File: config.mk
export PLATFORM = sky130hd
export DESIGN_NAME = execute_stage
export DESIGN_NICKNAME = d
export VERILOG_FILES = /design/src/rtl/execute_stage.sv
export SDC_FILE = /design/constraint.sdc
export NUM_CORES = 1
export LEC_CHECK = 0
export ABC_AREA = 0
export BUFFER_PORTS_ARGS = -buffer_cell sky130_fd_sc_hd__buf_2
export CORE_MARGIN = 2
export CORE_UTILIZATION = 55
export CTS_CLUSTER_DIAMETER = 60
export DETAILED_ROUTE_END_ITERATION = 8
export HOLD_SLACK_MARGIN = 0.08
export PLACE_DENSITY = 0.88
export SYNTH_ARGS = -nofsm -noshare
export SYNTH_HDL_FRONTEND = slang
export SYNTH_SLANG_ARGS = --single-unit
export TNS_END_PERCENT = 5
File: constraint.sdc
create_clock -name clock -period 5.1 [get_ports clock]
set_clock_uncertainty 0.05 [all_clocks]
set_input_delay 1.02 -clock clock [delete_from_list [all_inputs] [get_ports clock]]
set_output_delay 1.02 -clock clock [all_outputs]
set_load 0.1 [all_outputs]
File: src/rtl/execute_stage.sv
// execute_stage: execute stage of the 5-stage pipeline, feeding the memory
// access stage from a registered EX/MEM output register.
// Single-cycle ALU for ops 0-9; ops 13-15 are illegal (result 0, illegal_op=1).
// Optional feature macro MULDIV_EN: when defined, ops 10-12 (MUL/DIVU/REMU)
// run on a 32-iteration shift-add / restoring-divide engine and stall the
// upstream stage via in_ready. When undefined, ops 10-12 are illegal too and
// in_ready is tied high.
module execute_stage #(
    parameter int DATA_WIDTH     = 32,
    parameter int ADDR_WIDTH     = 11,
    parameter int REG_ADDR_WIDTH = 5
) (
    input  logic                      clock,
    input  logic                      reset,
    input  logic                      in_valid,
    output logic                      in_ready,
    input  logic [3:0]                op,
    input  logic [DATA_WIDTH-1:0]     operand_a,
    input  logic [DATA_WIDTH-1:0]     operand_b,
    input  logic [DATA_WIDTH-1:0]     store_data_in,
    input  logic [REG_ADDR_WIDTH-1:0] rd_in,
    input  logic                      reg_write_in,
    input  logic                      mem_write_in,
    output logic                      out_valid,
    output logic [DATA_WIDTH-1:0]     alu_result,
    output logic [ADDR_WIDTH-1:0]     address,
    output logic [DATA_WIDTH-1:0]     store_data,
    output logic                      write,
    output logic [REG_ADDR_WIDTH-1:0] rd_out,
    output logic                      reg_write_out,
    output logic                      illegal_op
);

    localparam int SHW = $clog2(DATA_WIDTH);

    localparam logic [3:0] OP_ADD  = 4'd0;
    localparam logic [3:0] OP_SUB  = 4'd1;
    localparam logic [3:0] OP_AND  = 4'd2;
    localparam logic [3:0] OP_OR   = 4'd3;
    localparam logic [3:0] OP_XOR  = 4'd4;
    localparam logic [3:0] OP_SLL  = 4'd5;
    localparam logic [3:0] OP_SRL  = 4'd6;
    localparam logic [3:0] OP_SRA  = 4'd7;
    localparam logic [3:0] OP_SLT  = 4'd8;
    localparam logic [3:0] OP_SLTU = 4'd9;
    localparam logic [3:0] OP_MUL  = 4'd10;
    localparam logic [3:0] OP_DIVU = 4'd11;
    localparam logic [3:0] OP_REMU = 4'd12;

    // Single-cycle ALU: returns {illegal, result}. Ops 10-15 fall into the
    // illegal default; the iterative engine supplies 10-12 when present.
    function automatic logic [DATA_WIDTH:0] f_alu(
        input logic [3:0]            f_op,
        input logic [DATA_WIDTH-1:0] f_a,
        input logic [DATA_WIDTH-1:0] f_b
    );
        logic [DATA_WIDTH-1:0] v_res;
        logic                  v_ill;
        v_res = '0;
        v_ill = 1'b0;
        case (f_op)
            OP_ADD:  v_res = f_a + f_b;
            OP_SUB:  v_res = f_a - f_b;
            OP_AND:  v_res = f_a & f_b;
            OP_OR:   v_res = f_a | f_b;
            OP_XOR:  v_res = f_a ^ f_b;
            OP_SLL:  v_res = f_a << f_b[SHW-1:0];
            OP_SRL:  v_res = f_a >> f_b[SHW-1:0];
            OP_SRA:  v_res = $unsigned($signed(f_a) >>> f_b[SHW-1:0]);
            OP_SLT:  v_res = {{(DATA_WIDTH-1){1'b0}}, ($signed(f_a) < $signed(f_b))};
            OP_SLTU: v_res = {{(DATA_WIDTH-1){1'b0}}, (f_a < f_b)};
            default: begin
                v_res = '0;
                v_ill = 1'b1;
            end
        endcase
        return {v_ill, v_res};
    endfunction

    logic                      w_accept;
    logic                      w_start_md;
    logic                      w_md_done;
    logic [DATA_WIDTH-1:0]     w_md_result;
    logic [DATA_WIDTH-1:0]     w_md_store;
    logic [REG_ADDR_WIDTH-1:0] w_md_rd;
    logic                      w_md_regw;
    logic                      w_md_memw;
    logic [DATA_WIDTH:0]       w_alu;

    assign w_accept = in_valid && in_ready;
    assign w_alu    = f_alu(op, operand_a, operand_b);

`ifdef MULDIV_EN
    localparam logic [1:0] ST_IDLE = 2'd0;
    localparam logic [1:0] ST_MUL  = 2'd1;
    localparam logic [1:0] ST_DIV  = 2'd2;

    logic [1:0]                r_state;
    logic [SHW-1:0]            r_count;
    // r_x: multiplier (MUL) or dividend/quotient (DIV)
    // r_y: multiplicand (MUL) or divisor (DIV)
    // r_acc: partial product (MUL) or partial remainder (DIV)
    logic [DATA_WIDTH-1:0]     r_x;
    logic [DATA_WIDTH-1:0]     r_y;
    logic [DATA_WIDTH-1:0]     r_acc;
    logic                      r_is_rem;
    logic [DATA_WIDTH-1:0]     r_store_lat;
    logic [REG_ADDR_WIDTH-1:0] r_rd_lat;
    logic                      r_regw_lat;
    logic                      r_memw_lat;

    logic [DATA_WIDTH:0]       w_shifted;
    logic [DATA_WIDTH:0]       w_diff;
    logic [DATA_WIDTH-1:0]     w_x_nxt;
    logic [DATA_WIDTH-1:0]     w_y_nxt;
    logic [DATA_WIDTH-1:0]     w_acc_nxt;
    logic                      w_last;

    assign in_ready    = (r_state == ST_IDLE);
    assign w_start_md  = (op == OP_MUL) || (op == OP_DIVU) || (op == OP_REMU);
    assign w_last      = (r_count == SHW'(DATA_WIDTH - 1));
    assign w_md_done   = (r_state != ST_IDLE) && w_last;
    assign w_md_store  = r_store_lat;
    assign w_md_rd     = r_rd_lat;
    assign w_md_regw   = r_regw_lat;
    assign w_md_memw   = r_memw_lat;

    // One iteration of shift-add multiply or restoring divide.
    always_comb begin
        w_shifted = {r_acc, r_x[DATA_WIDTH-1]};
        w_diff    = w_shifted - {1'b0, r_y};
        w_x_nxt   = r_x;
        w_y_nxt   = r_y;
        w_acc_nxt = r_acc;
        if (r_state == ST_MUL) begin
            w_acc_nxt = r_acc + (r_x[0] ? r_y : '0);
            w_x_nxt   = r_x >> 1;
            w_y_nxt   = r_y << 1;
        end else begin
            // Negative trial difference (bit DATA_WIDTH set) restores.
            w_x_nxt   = {r_x[DATA_WIDTH-2:0], ~w_diff[DATA_WIDTH]};
            w_acc_nxt = w_diff[DATA_WIDTH] ? w_shifted[DATA_WIDTH-1:0]
                                           : w_diff[DATA_WIDTH-1:0];
        end
        w_md_result = ((r_state == ST_DIV) && !r_is_rem) ? w_x_nxt : w_acc_nxt;
    end

    // FSM and iteration counter; reset aborts any running operation.
    always_ff @(posedge clock) begin
        if (!reset) begin
            r_state <= ST_IDLE;
            r_count <= '0;
        end else if (r_state == ST_IDLE) begin
            if (w_accept && w_start_md) begin
                r_state <= (op == OP_MUL) ? ST_MUL : ST_DIV;
                r_count <= '0;
            end
        end else if (w_last) begin
            r_state <= ST_IDLE;
            r_count <= '0;
        end else begin
            r_count <= r_count + 1'b1;
        end
    end

    // Iterative datapath: latch operands and sideband at accept, then step.
    always_ff @(posedge clock) begin
        if (r_state == ST_IDLE) begin
            if (w_accept && w_start_md) begin
                r_x         <= (op == OP_MUL) ? operand_b : operand_a;
                r_y         <= (op == OP_MUL) ? operand_a : operand_b;
                r_acc       <= '0;
                r_is_rem    <= (op == OP_REMU);
                r_store_lat <= store_data_in;
                r_rd_lat    <= rd_in;
                r_regw_lat  <= reg_write_in;
                r_memw_lat  <= mem_write_in;
            end
        end else begin
            r_x   <= w_x_nxt;
            r_y   <= w_y_nxt;
            r_acc <= w_acc_nxt;
        end
    end
`else
    assign in_ready    = 1'b1;
    assign w_start_md  = 1'b0;
    assign w_md_done   = 1'b0;
    assign w_md_result = '0;
    assign w_md_store  = '0;
    assign w_md_rd     = '0;
    assign w_md_regw   = 1'b0;
    assign w_md_memw   = 1'b0;
`endif

    // ---- EX/MEM output register (stage p1) ----
    logic                      r_vld_p1;
    logic [DATA_WIDTH-1:0]     r_result_p1;
    logic [DATA_WIDTH-1:0]     r_store_p1;
    logic                      r_write_p1;
    logic [REG_ADDR_WIDTH-1:0] r_rd_p1;
    logic                      r_regw_p1;
    logic                      r_illegal_p1;

    // Load iterative result, or single-cycle result, else insert a bubble.
    always_ff @(posedge clock) begin
        if (!reset) begin
            r_vld_p1     <= 1'b0;
            r_result_p1  <= '0;
            r_store_p1   <= '0;
            r_write_p1   <= 1'b0;
            r_rd_p1      <= '0;
            r_regw_p1    <= 1'b0;
            r_illegal_p1 <= 1'b0;
        end else if (w_md_done) begin
            r_vld_p1     <= 1'b1;
            r_result_p1  <= w_md_result;
            r_store_p1   <= w_md_store;
            r_write_p1   <= w_md_memw;
            r_rd_p1      <= w_md_rd;
            r_regw_p1    <= w_md_regw;
            r_illegal_p1 <= 1'b0;
        end else if (w_accept && !w_start_md) begin
            r_vld_p1     <= 1'b1;
            r_result_p1  <= w_alu[DATA_WIDTH-1:0];
            r_store_p1   <= store_data_in;
            r_write_p1   <= mem_write_in;
            r_rd_p1      <= rd_in;
            r_regw_p1    <= reg_write_in;
            r_illegal_p1 <= w_alu[DATA_WIDTH];
        end else begin
            r_vld_p1   <= 1'b0;
            r_write_p1 <= 1'b0;
            r_regw_p1  <= 1'b0;
        end
    end

    assign out_valid     = r_vld_p1;
    assign alu_result    = r_result_p1;
    assign address       = r_result_p1[ADDR_WIDTH-1:0];
    assign store_data    = r_store_p1;
    assign write         = r_write_p1;
    assign rd_out        = r_rd_p1;
    assign reg_write_out = r_regw_p1;
    assign illegal_op    = r_illegal_p1;

endmodule

==> flow_summary.json <==
{
  "die_w_um": 147,
  "hold_buffers": 0,
  "yosysWarnings": 0,
  "dpl.hpwl_um": 34100,
  "slew_violations": 0,
  "wl_per_cell_um": 24.5,
  "ant_nets": 0,
  "cts_setup_buffers": 0,
  "yosys.cell_types.count": 91,
  "cts_tree": "built",
  "crit_top_cell": "a21oi_1",
  "grt_pass1_wl_um": 68600,
  "worstPathRequired_ns": 5.30,
  "slew_headroom_pct": 20.9,
  "die_h_um": 147,
  "netlist_area_um2": 11300,
  "rsz0062_at_grt": "false",
  "die_area_um2": 21700,
  "grt-ovfl-total": 0,
  "critPathKind": "in2reg",
  "clock_latency_ns": 0.35,
  "grt_pass1_vias": 11808,
  "dp_cells": 1837,
  "synth_edf_count": 0,
  "totalWireLength_um": 45400,
  "peakVddDrop_mv": 0.163,
  "grt.total_usage_pct": 40.6,
  "synthFlopType": "dfxtp_1",
  "ys_ff_latch": 73,
  "cts.repair.resized": 0,
  "synth_top_family_by_area": "compound AO/OA/AOI/OAI gates",
  "start_kind": "input port",
  "synth_nets": 1689,
  "fin_total_pwr_w": 0.00269,
  "crit_path_end_kind": "flop",
  "cp_max_fo": 48,
  "max_stage_delay_ns": 0.70,
  "antenna_found_initial": 1,
  "grt_max_degree": 70,
  "viasPerCell": 6.92,
  "tns_ns": 0,
  "fp.coreArea_um2": 20200,
  "diodes": 0,
  "min_period_over_period_pct": 78.8,
  "layout_min_cycle_time_ns": 4.02,
  "initial_core_util_pct": 56.0,
  "cts-root-buf": "clkbuf_16",
  "yosysSeqAreaShare_pct": 12.9,
  "worst_ep_arrival_time_ns": 4.22,
  "synth-xor-area-share_pct": 1.71,
  "synthAdderAreaFrac_pct": 11.2,
  "final_nets": 1788,
  "cts_htree_levels": 3,
  "synth_compound_area_share_pct": 27.6,
  "synth-simple-area-share_pct": 16.8,
  "fin_cells": 1853,
  "power_density_nw_per_um2": 217,
  "critical_path.cell_chain": "buf_4 > buf_4 > mux4_2 > nor2_1 > a21oi_1 > a21oi_1 > nor2_1 > a222oi_1 > a21oi_1 > a21oi_1 > nor2_1",
  "drt_iter0_markers": 2207,
  "post-route-drc-count": 0,
  "port-buffer-count": 193,
  "pin_count": 195,
  "routabilityCongestion": 1.05,
  "fmax_ghz": 0.249,
  "tightest_slew_ns": 1.16,
  "async_flop_share_pct": 0,
  "area_growth_pct": 9.65,
  "syn-instance-count": 1479,
  "clockBufferDepth": 2,
  "vias": 12822,
  "crit_slowest_cell": "buf_4",
  "yosys-mux-area-fraction_pct": 20.1,
  "drive_gt1_share_pct": 21.0,
  "core.rowCount": 52,
  "fillers": 1837,
  "drv_cap": 0,
  "clk_pin_slew_worst_paths_ns": 0.07,
  "dr.pass1.iters": 8,
  "clkSinkCount": 73,
  "cts_made_buffers": 9,
  "status": "completed",
  "yosys-top-cells-area": "dfxtp_1 13%, mux4_2 13%, ha_1 11%, nor2_1 6.8%, mux2i_1 6.6%",
  "hold_class": "reg2reg",
  "synth.largest_area_cell": "dfxtp_1",
  "hold_slack_ns": 0.443,
  "finalHoldViolCount": 0,
  "syn_area_per_cell_um2": 7.64,
  "setup_viol": 0,
  "yosys.area.top_type_share_pct": 12.9,
  "p_leak_nw": 5.60
}
power by group:
| part | leakage [nW] | total [W] | internal, W | switching, W |
|---|---|---|---|---|
| logic | 4.85 | 0.00138 | 0.000430 | 0.000954 |
| clock network | 0.150 | 0.000680 | 0.000399 | 0.000282 |
| registers | 0.599 | 0.000622 | 0.000601 | 0.0000213 |
| total | 5.60 | 0.00269 | 0.00143 | 0.00126 |
cells in the final DEF, fill, tap and decap left out, drive strengths merged, types with 14 or more instances in the layout:
cell and instances:
buf 215, nand3 22, xnor2 20, a211oi 20, o211ai 19, inv 107, ha 98, a31oi 16
a21o 25, a21oi 138, dfxtp 73, nor3 36, nand2 89, mux4 63, nor2 207, a221oi 19
nor2b 14, mux2i 74, o21ai 116
Yosys cell counts (9+ instances only):
cell,n
a211oi_1,19
a21o_1,25
a21oi_1,135
a221oi_1,18
a22oi_1,12
a31oi_1,15
buf_1,12
buf_2,22
buf_4,14
buf_6,10
clkbuf_1,63
dfxtp_1,73
ha_1,98
inv_1,94
inv_2,10
mux2i_1,74
mux4_2,63
nand2_1,89
nand2b_1,12
nand3_1,22
nor2_1,206
nor2b_1,14
nor3_1,36
o211ai_1,18
o21ai_0,85
o21ai_1,30
o221ai_1,9
o31ai_1,13
or3_1,9
xnor2_1,20
metal layers:
layer / vias up / routed length (um) / track usage [%] / share of wire (%)
met2: 1143 / 19200 / 62.0 / 42
li1: 5608 / - / - / -
met1: 5852 / 16700 / 52.1 / 37
met5: - / 11 / 0 / 0.024
met3: 217 / 6640 / 12.5 / 15
met4: 2 / 2810 / 20.5 / 6.2
sequential cells by signal (all words and copies together) (netlist names):
signal and count:
reg_write_out 1, alu_result 32, write 1, out_valid 1, store_data 32, rd_out 5, illegal_op 1
worst max-delay path: cells and delay by family:
kind,cells,cell delay [ns]
AO/OA/AOI/OAI,5,1.18
buffers and inverters,2,1.07
multiplexers,1,0.64
AND/OR/NAND/NOR,3,0.28
cell type report:
class | count | area, um2 | share of cell area (%)
Sequential cell | 73 | 1460 | 11.8
Tap cell | 270 | 338 | 2.73
Clock inverter | 6 | 72.6 | 0.586
Clock buffer | 10 | 239 | 1.93
Timing Repair Buffer | 215 | 1130 | 9.15
Multi-Input combinational cell | 1174 | 8750 | 70.6
Inverter | 105 | 394 | 3.18
metrics by stage:
step	setup slack, ns	area (um2)	utilization (%)
after floorplan	0.864	11300	-
after global placement	0.846	12100	59.9
after detailed placement	0.810	12100	59.9
after CTS	1.17	12400	61.4
after global routing	0.840	12400	61.4
final	1.08	12400	61.4
final timing paths:
check                                   start  depth (start not counted)                     endpoint  slack [ns]
setup / recovery                 operand_b[0]                         11   alu_result[3]$_SDFFE_PN0P_        1.08
hold reg to reg   store_data[26]$_SDFFE_PN0P_                          2  store_data[26]$_SDFFE_PN0P_        0.44
setup reg to reg  alu_result[22]$_SDFFE_PN0P_                          6  alu_result[22]$_SDFFE_PN0P_        3.47
hold / removal    store_data[26]$_SDFFE_PN0P_                          2  store_data[26]$_SDFFE_PN0P_        0.44
logic make-up after synthesis:
group	after synthesis
xor gates and xnor gates	22
adders and majority gates	100
other	1
and+or+nand+nor	429
muxes	147
DFF	73
buffers and inverters	232
AOI/OAI and AO/OA	475
No activity file was read; power rests on OpenSTA's default activity.
